### config.mk
export PLATFORM = sky130hd
export DESIGN_NAME = track_mixer
export DESIGN_NICKNAME = d
export VERILOG_FILES = /design/src/rtl/track_mixer.sv
export SDC_FILE = /design/constraint.sdc
export NUM_CORES = 1
export LEC_CHECK = 0
export BUFFER_PORTS_ARGS = -buffer_cell sky130_fd_sc_hd__buf_2
export CORE_UTILIZATION = 52
export CTS_CLUSTER_DIAMETER = 30
export DETAILED_ROUTE_END_ITERATION = 6
export PLACE_DENSITY = 0.87
export SETUP_SLACK_MARGIN = 0.15
export SLEW_MARGIN = 25
export SYNTH_ARGS = -nofsm -noshare
export SYNTH_HDL_FRONTEND = slang
export SYNTH_SLANG_ARGS = --single-unit
### constraint.sdc
create_clock -name clk -period 5.1 [get_ports clk]
set_clock_uncertainty 0.1 [all_clocks]
set_input_delay 0.51 -clock clk [delete_from_list [all_inputs] [get_ports clk]]
set_output_delay 0.51 -clock clk [all_outputs]
set_load 0.01 [all_outputs]
### src/rtl/track_mixer.sv
// Time-multiplexed tone mixer. Each frame sums routed signed tracks per output channel
// with one shared adder, then publishes all channels together.
module track_mixer #(
  parameter int NUM_TRACKS  = 4,
  parameter int NUM_OUTPUTS = 4,
  parameter int MIX_SHIFT   = 1
) (
  input  logic                                   clk,
  input  logic                                   reset,
  input  logic                                   wgEn,
  input  logic [NUM_TRACKS-1:0]                  sign,
  input  logic [NUM_TRACKS-1:0][7:0]             magnitude,
  input  logic [NUM_OUTPUTS-1:0][NUM_TRACKS-1:0] routeMask,
  input  logic                                   mute,
  output logic [NUM_OUTPUTS-1:0]                 outSign,
  output logic [NUM_OUTPUTS-1:0][7:0]            outMagnitude,
  output logic                                   outValid,
  output logic                                   overrun
);

  localparam int AW = 8 + $clog2(NUM_TRACKS) + 1;
  localparam int TW = (NUM_TRACKS > 1) ? $clog2(NUM_TRACKS) : 1;
  localparam int OW = (NUM_OUTPUTS > 1) ? $clog2(NUM_OUTPUTS) : 1;
  localparam logic [TW-1:0] LAST_T = TW'(NUM_TRACKS - 1);
  localparam logic [OW-1:0] LAST_O = OW'(NUM_OUTPUTS - 1);

  typedef enum logic [1:0] {IDLE, CAPTURE, ACCUM, PUBLISH} state_t;

  state_t                                 state;
  logic [NUM_TRACKS-1:0]                  snap_sign;
  logic [NUM_TRACKS-1:0][7:0]             snap_mag;
  logic [NUM_OUTPUTS-1:0][NUM_TRACKS-1:0] snap_mask;
  logic                                   snap_mute;
  logic signed [AW-1:0]                   acc;
  logic [OW-1:0]                          out_idx;
  logic [TW-1:0]                          trk_idx;
  logic [NUM_OUTPUTS-1:0]                 shadow_sign;
  logic [NUM_OUTPUTS-1:0][7:0]            shadow_mag;

  logic signed [AW-1:0] term;
  logic signed [AW-1:0] sum;
  logic [AW-1:0]        abs_sum;
  logic [AW-1:0]        shifted;
  logic [7:0]           res_mag;
  logic                 res_sign;

  // The single shared adder plus the sign/shift/saturate stage for the current pair.
  always_comb begin
    // NOTE: every combinational output gets a default first so no latch is inferred.
    term = '0;
    if (snap_mask[out_idx][trk_idx])
      term = snap_sign[trk_idx] ? -AW'(snap_mag[trk_idx]) : AW'(snap_mag[trk_idx]);
    sum      = acc + term;
    abs_sum  = sum[AW-1] ? AW'(-sum) : AW'(sum);
    shifted  = abs_sum >> MIX_SHIFT;
    res_mag  = (shifted > AW'(255)) ? 8'hFF : shifted[7:0];
    res_sign = sum[AW-1] && (res_mag != 8'd0);
  end

  always_ff @(posedge clk) begin
    if (reset) begin
      state        <= IDLE;
      snap_sign    <= '0;
      snap_mag     <= '0;
      snap_mask    <= '0;
      snap_mute    <= 1'b0;
      acc          <= '0;
      out_idx      <= '0;
      trk_idx      <= '0;
      // NOTE: the shadow bank is a handful of flops, not a RAM, so it is reset with the rest.
      shadow_sign  <= '0;
      shadow_mag   <= '0;
      outSign      <= '0;
      outMagnitude <= '0;
      outValid     <= 1'b0;
      overrun      <= 1'b0;
    end else begin
      // NOTE: non-blocking assignments throughout so every register sees pre-edge values.
      outValid <= 1'b0;
      if (wgEn && state != IDLE)
        overrun <= 1'b1;

      case (state)
        IDLE: begin
          if (wgEn)
            state <= CAPTURE;
        end
        CAPTURE: begin
          snap_sign <= sign;
          snap_mag  <= magnitude;
          snap_mask <= routeMask;
          snap_mute <= mute;
          acc       <= '0;
          out_idx   <= '0;
          trk_idx   <= '0;
          state     <= ACCUM;
        end
        ACCUM: begin
          if (trk_idx == LAST_T) begin
            shadow_sign[out_idx] <= snap_mute ? 1'b0 : res_sign;
            shadow_mag[out_idx]  <= snap_mute ? 8'd0 : res_mag;
            acc     <= '0;
            trk_idx <= '0;
            if (out_idx == LAST_O)
              state <= PUBLISH;
            else
              out_idx <= out_idx + OW'(1);
          end else begin
            acc     <= sum;
            trk_idx <= trk_idx + TW'(1);
          end
        end
        PUBLISH: begin
          outSign      <= shadow_sign;
          outMagnitude <= shadow_mag;
          outValid     <= 1'b1;
          state        <= IDLE;
        end
        default: state <= IDLE;
      endcase
    end
  end

endmodule
==> flow_metrics.env, run 1 <==
export IMPL_status="finished, final reports clean"
export IMPL_rows=40
export IMPL_fin_nets=892
export IMPL_vias=5734
export IMPL_use_met1=0.308
export IMPL_cp_required_ps=5300
export IMPL_ys_flop_type="dfxtp_1"
export IMPL_fp_coreArea_mm2=0.0123
export IMPL_clock_sinks=144
export IMPL_port_buffers=93
export IMPL_globalRouteMet2Util=0.442
export IMPL_cp_end_kind="register"
export IMPL_hold_class="in2reg"
export IMPL_n_antenna_cell=0
export IMPL_cp_max_fo=6
export IMPL_slew_viol_final=0
export IMPL_grt_ovfl_total=0
export IMPL_reg2reg_to="shadow_mag[26]"
export IMPL_reg2reg_depth=16
export IMPL_area_delta_synth_final_pct=23.0
export IMPL_use_met3=0.0606
export IMPL_start_util=0.544
export IMPL_cts_buffers_inserted=17
export IMPL_grt_usage=0.255
export IMPL_total_leakage_power_uw=0.00326
export IMPL_dp_cells=952
export IMPL_synth_ff_latch_count=144
export IMPL_synth_distinct_cells=64
export IMPL_hold_path_end="snap_mag[20]"
export IMPL_fmax_ghz=0.203
export IMPL_relSlewSlack=0.440
export IMPL_hold_viol=0
export IMPL_synthArstFlopShare=0
export IMPL_wl_per_cell_um=16.7
export IMPL_yosysSeqAreaShare=0.432
export IMPL_final_util=0.669
export IMPL_vias_per_cell=5.76
export IMPL_rsz0062_at_grt="yes"
export IMPL_path_clk_slew_ps=60
export IMPL_max_vdd_ir_drop_uv=432
export IMPL_layout_commonest_cell="dfxtp_1"
export IMPL_gp_congestion=0.878
export IMPL_drive_gt1_frac=0.247
export IMPL_clock_latency_ps=430
export IMPL_hp_start="magnitude[20]"
export IMPL_synth_edf_count=0
export IMPL_drv_cap=0
export IMPL_synth_avg_cell_area_um2=9.46
export IMPL_reg2reg_slack_ps=170
export IMPL_die_width_um=115
export IMPL_drcViolationCount=0
export IMPL_die_h_um=115
export IMPL_r2r_start="trk_idx[0]"
export IMPL_synthesis_nets=783
export IMPL_period_needed_ps=4930
export IMPL_grt_first_pass_wirelength_um=26200
export IMPL_finalSetupViolations=0
export IMPL_dieArea_mm2=0.0133
export IMPL_htree_levels=4
export IMPL_place_detailed_hpwl_um=10800
export IMPL_final_cell_mix="143 x dfxtp_1, 134 x nor2_1, 93 x mux2i_1"
export IMPL_ioPinCount=94
export IMPL_synth_area_mm2=0.00667
export IMPL_tritoncts="built"
export IMPL_first_pass_iters=6
export IMPL_yosys_area_top_type_share=0.432
export IMPL_clock_root_buffer="clkbuf_16"
export IMPL_grt_antenna_before_repair=0
export IMPL_hold_depth=3
export IMPL_synth_top_cell_by_area="dfxtp_1"
export IMPL_clk_path_buf_depth=2
export IMPL_layout_cells_non_filler=995
export IMPL_synth_area_leaders="dfxtp_1 43%, mux2i_1 14%, nor2_1 7.5%"
export IMPL_grt_pass1_vias=5338
export IMPL_fin_tns_setup_ps=0
export IMPL_power_density_mw_per_mm2=428
export IMPL_crit_arrival_ps=5130
export IMPL_busiest_layer="met2"
export IMPL_synth_warnings=0
export IMPL_drtIter0Drc=395
export IMPL_whs_ps=218
export IMPL_critPathKind="reg2reg"
export IMPL_crit_path_start_kind="register"
export IMPL_wirelength_um=16600
export IMPL_syn_instance_count=705
export IMPL_worstMarginPinSlew_ps=836
export IMPL_postRouteAntennaNets=0
export IMPL_fin_crit_sh=0.966
export IMPL_grt_max_degree=107
[logic make-up (layout without fill, tap and decap cells)]
| logic type | after synthesis | count (layout) | synth area share |
|---|---|---|---|
| and+or+nand+nor | 248 | 248 | 0.160 |
| muxes | 111 | 111 | 0.195 |
| xor gates and xnor gates | 11 | 11 | 0.0145 |
| AOI/OAI and AO/OA | 117 | 117 | 0.123 |
| adders and majority gates | 22 | 22 | 0.0424 |
| DFF | 144 | 144 | 0.432 |
| buffers and inverters | 52 | 174 | 0.0330 |
[stage by stage]
stage	worst slack [ps]	instance area, µm²	power, µW
4_1_cts	184	8010	3460
3_5_place_dp	68.5	7360	2130
3_3_place_gp	185	7360	2110
5_1_grt	-16.7	8200	3650
6_report	171	8200	3510
2_1_floorplan	129	6690	1950
[synth_stat cells (2+ instances only)]
master and instances:
nand2_1 58, mux4_2 14, buf_2 2, nand3_1 9
and2_1 2, o31ai_1 8, xnor2_1 3, o211ai_1 6
or3_1 9, mux2i_1 93, o31a_1 5, or4_1 3
o21ai_0 3, clkbuf_1 25, o21ai_1 27, xor2_1 8
o21a_1 4, nor3b_1 2, nor4_1 4, dfxtp_1 144
a21oi_1 20, ha_1 21, a211oi_2 3, nor2_1 134
a22oi_1 9, nor3_1 9, and4_1 2, a32o_1 4
a211oi_1 5, buf_1 6, buf_6 3, nor2b_1 4
nand2b_1 3, inv_1 15, a32oi_1 2, or2_1 3
a31oi_1 6
[registers in the layout, indices dropped and copies added, names as in the netlist]
signal        cells
outMagnitude     32
shadow_mag       32
snap_mag         32
snap_mask        16
acc              11
outSign           4
shadow_sign       4
snap_sign         4
out_idx           2
state             2
trk_idx           2
outValid          1
overrun           1
snap_mute         1
[worst max-delay path, stage by stage, from the launching register on]
cell      delay [ps]
dfxtp_4          390
mux4_2           540
or3_4            410
or3_4            330
or3_4            400
nand2_2           70
xor2_1           150
nor2_1            70
ha_1             290
o21a_1           210
or2_1            250
a221oi_2         300
nand2_2          120
a31oi_1          190
or3b_4           490
a211oi_2         370
o21ai_1          130
[worst max path at each step]
stage | depth (start not counted) | slack, ps | endpoint | from
after global routing | 16 | -20 | shadow_mag[5] | trk_idx[0]
after floorplan | 19 | 130 | shadow_mag[31] | trk_idx[0]
after detailed placement | 16 | 70 | shadow_mag[21] | trk_idx[0]
final | 16 | 170 | shadow_mag[26] | trk_idx[0]
after CTS | 16 | 180 | shadow_mag[15] | trk_idx[0]
after global placement | 16 | 190 | shadow_mag[29] | trk_idx[0]
[layout make-up]
class | instances | area (µm²)
inverters | 16 | 60.1
flip-flops and latches | 144 | 2890
repair buffers | 126 | 727
well taps | 168 | 210
clock inverters | 13 | 184
multi-input cells | 509 | 3690
fillers | 899 | 4060
clock buffers | 19 | 443
[report_power, final]
group | switching (µW) | internal, µW
combinational | 478 | 394
sequential | 78.9 | 1230
clock | 492 | 832
total | 1050 | 2460
[timing repair]
item / 4_1_cts / 5_1_grt
hold buffers: 0 / 0
setup endpoints to repair: 21 / 36
buffers inserted: 0 / 11
pin swaps: 1 / 21
gates resized for setup: 3 / 22
[routing by layer]
metal | up-vias | share of wire | wire, µm
met1 | 2738 | 0.42 | 6910
met2 | 223 | 0.50 | 8220
met5 | - | 0 | 0
met4 | 0 | 0.031 | 507
met3 | 47 | 0.058 | 957
li1 | 2726 | - | -
(Power assumes the default switching activity.)
==> run 2: changes to the inputs <==
--- a/config.mk
+++ b/config.mk
@@ -6,10 +6,10 @@
 export NUM_CORES = 1
 export LEC_CHECK = 0
 export BUFFER_PORTS_ARGS = -buffer_cell sky130_fd_sc_hd__buf_2
-export CORE_UTILIZATION = 52
+export CORE_UTILIZATION = 62
 export CTS_CLUSTER_DIAMETER = 30
 export DETAILED_ROUTE_END_ITERATION = 6
-export PLACE_DENSITY = 0.87
+export PLACE_DENSITY = 0.95
 export SETUP_SLACK_MARGIN = 0.15
 export SLEW_MARGIN = 25
 export SYNTH_ARGS = -nofsm -noshare
==> constraint.sdc (replaced) <==
create_clock -name clk -period 6.3 [get_ports clk]
set_clock_uncertainty 0.1 [all_clocks]
set_input_delay 0.63 -clock clk [delete_from_list [all_inputs] [get_ports clk]]
set_output_delay 0.63 -clock clk [all_outputs]
set_load 0.01 [all_outputs]
==> flow_metrics.env, run 2 (same netlist as run 1, synthesis figures left out) <==
export IMPL_fmax_ghz=0.174
export IMPL_hold_depth=3
export IMPL_vias=5690
export IMPL_layout_commonest_cell="dfxtp_1"
export IMPL_drtIter0Drc=395
export IMPL_cp_max_fo=9
export IMPL_worstMarginPinSlew_ps=863
export IMPL_status="finished, final reports clean"
export IMPL_die_h_um=106
export IMPL_cp_endpoint="shadow_mag[5]"
export IMPL_fin_nets=864
export IMPL_grt_antenna_before_repair=0
export IMPL_final_cell_mix="143 x dfxtp_1, 134 x nor2_1, 93 x mux2i_1"
export IMPL_n_antenna_cell=0
export IMPL_holdBufCountCts=0
export IMPL_p_sw_frac=0.316
export IMPL_p_switching_uw=884
export IMPL_max_vdd_ir_drop_uv=281
export IMPL_grt_pass1_vias=5682
export IMPL_clock_latency_ps=530
export IMPL_rows=37
export IMPL_wl_per_cell_um=18.2
export IMPL_die_width_um=106
export IMPL_drcViolationCount=0
export IMPL_cts_buffers_inserted=17
export IMPL_reg2reg_depth=16
export IMPL_grt_first_pass_wirelength_um=27600
export IMPL_power_internal_uw=1910
export IMPL_hold_class="in2reg"
export IMPL_grt_ovfl_total=0
export IMPL_clk_path_buf_depth=2
export IMPL_p_clk_frac=0.379
export IMPL_fin_tns_setup_ps=0
export IMPL_total_leakage_power_uw=0.00311
export IMPL_timing_final_ws_setup_ps=557
export IMPL_grt_usage=0.316
export IMPL_first_pass_iters=6
export IMPL_htree_levels=4
export IMPL_cp_end_kind="register"
export IMPL_drv_cap=0
export IMPL_port_buffers=93
export IMPL_reg2reg_slack_ps=560
export IMPL_period_needed_ps=5740
export IMPL_area_delta_synth_final_pct=17.4
export IMPL_wirelength_um=17000
export IMPL_ioPinCount=94
export IMPL_reg_top3="outMagnitude x32, shadow_mag x32, snap_mag x32"
export IMPL_drive_gt1_frac=0.196
export IMPL_relSlewSlack=0.413
export IMPL_hold_viol=0
export IMPL_tritoncts="built"
export IMPL_vias_per_cell=6.09
export IMPL_r2r_start="trk_idx[0]"
export IMPL_start_util=0.643
export IMPL_seq_area_mm2=0.00288
export IMPL_p_comb_frac=0.239
export IMPL_multiInputGateArea_mm2=0.00358
export IMPL_crit_path_start_kind="register"
export IMPL_slew_viol_final=0
export IMPL_clock_root_buffer="clkbuf_8"
export IMPL_finalSetupViolations=0
export IMPL_crit_arrival_ps=6040
export IMPL_seqPwrFrac=0.382
export IMPL_cp_required_ps=6600
export IMPL_critPathKind="reg2reg"
export IMPL_clock_sinks=144
export IMPL_nFillCells=686
export IMPL_grt_max_degree=118
export IMPL_path_clk_slew_ps=70
export IMPL_power_density_mw_per_mm2=357
export IMPL_postRouteAntennaNets=0
export IMPL_gp_congestion=0.917
export IMPL_place_detailed_hpwl_um=11700
export IMPL_fin_crit_sh=0.912
export IMPL_fp_coreArea_mm2=0.0104
export IMPL_pre_cts_slack_ps=521
export IMPL_crit_path_start="trk_idx[0]"
export IMPL_dieArea_mm2=0.0112
export IMPL_reg2reg_to="shadow_mag[5]"
export IMPL_rsz0062_at_grt="no"
## run 2: worst max-delay path, stage by stage, from the launching register on
cell,delay (ps)
dfxtp_2,500
mux4_2,570
or3_1,430
or3_1,420
or3_1,420
nand2_1,110
xor2_1,180
nor2_1,70
ha_1,390
o21a_1,240
or2_1,250
a221oi_1,350
nand2_1,250
a31oi_1,230
or3b_1,510
a221oi_2,470
o21ai_1,140
## run 2: layer usage
layer,global-route usage,routed length (µm)
met5,0,0
met4,0.151,524
met3,0.0668,1070
met2,0.551,8620
met1,0.369,6770
## run 2: cell type report
class | instances | share of cell area
timing repair buffer | 98 | 0.0650
sequential | 144 | 0.368
multi-input combinational | 509 | 0.457
inverter | 16 | 0.00767
clock buffer | 18 | 0.0547
clock inverter | 14 | 0.0254
tap | 136 | 0.0217
## run 2: how the worst min path moves through the flow
stage              startpoint        endpoint  slack, ps
2_1_floorplan  shadow_sign[0]  shadow_sign[0]        320
3_3_place_gp   shadow_mag[16]  shadow_mag[16]        340
3_5_place_dp   shadow_mag[18]  shadow_mag[18]        350
4_1_cts         magnitude[26]    snap_mag[26]        220
5_1_grt         magnitude[26]    snap_mag[26]        230
6_report        magnitude[26]    snap_mag[26]        240
## run 2: through the flow
step | power [µW] | std cells | utilization | cell area [µm²] | hold slack, ps
global placement | 1680 | 903 | 0.693 | 7190 | 342
detailed placement | 1720 | 903 | 0.693 | 7190 | 352
CTS | 2790 | 935 | 0.753 | 7810 | 222
floorplan | 1570 | 705 | - | 6670 | 325
finish | 2800 | 935 | 0.755 | 7830 | 238
global route | 2910 | 935 | 0.755 | 7830 | 227
## run 2: what timing repair did
item | in CTS | in global routing
endpoints found under the setup margin | 0 | 21
buffers inserted | 0 | 0
resized for setup | 0 | 1
## run 2: power groups by stage
stage | Combinational (µW) | Sequential [µW] | Clock [µW]
floorplan | 520 | 1050 | 0
global placement | 607 | 1070 | 0
detailed placement | 643 | 1080 | 0
CTS | 661 | 1060 | 1060
global route | 722 | 1080 | 1110
finish | 668 | 1070 | 1060
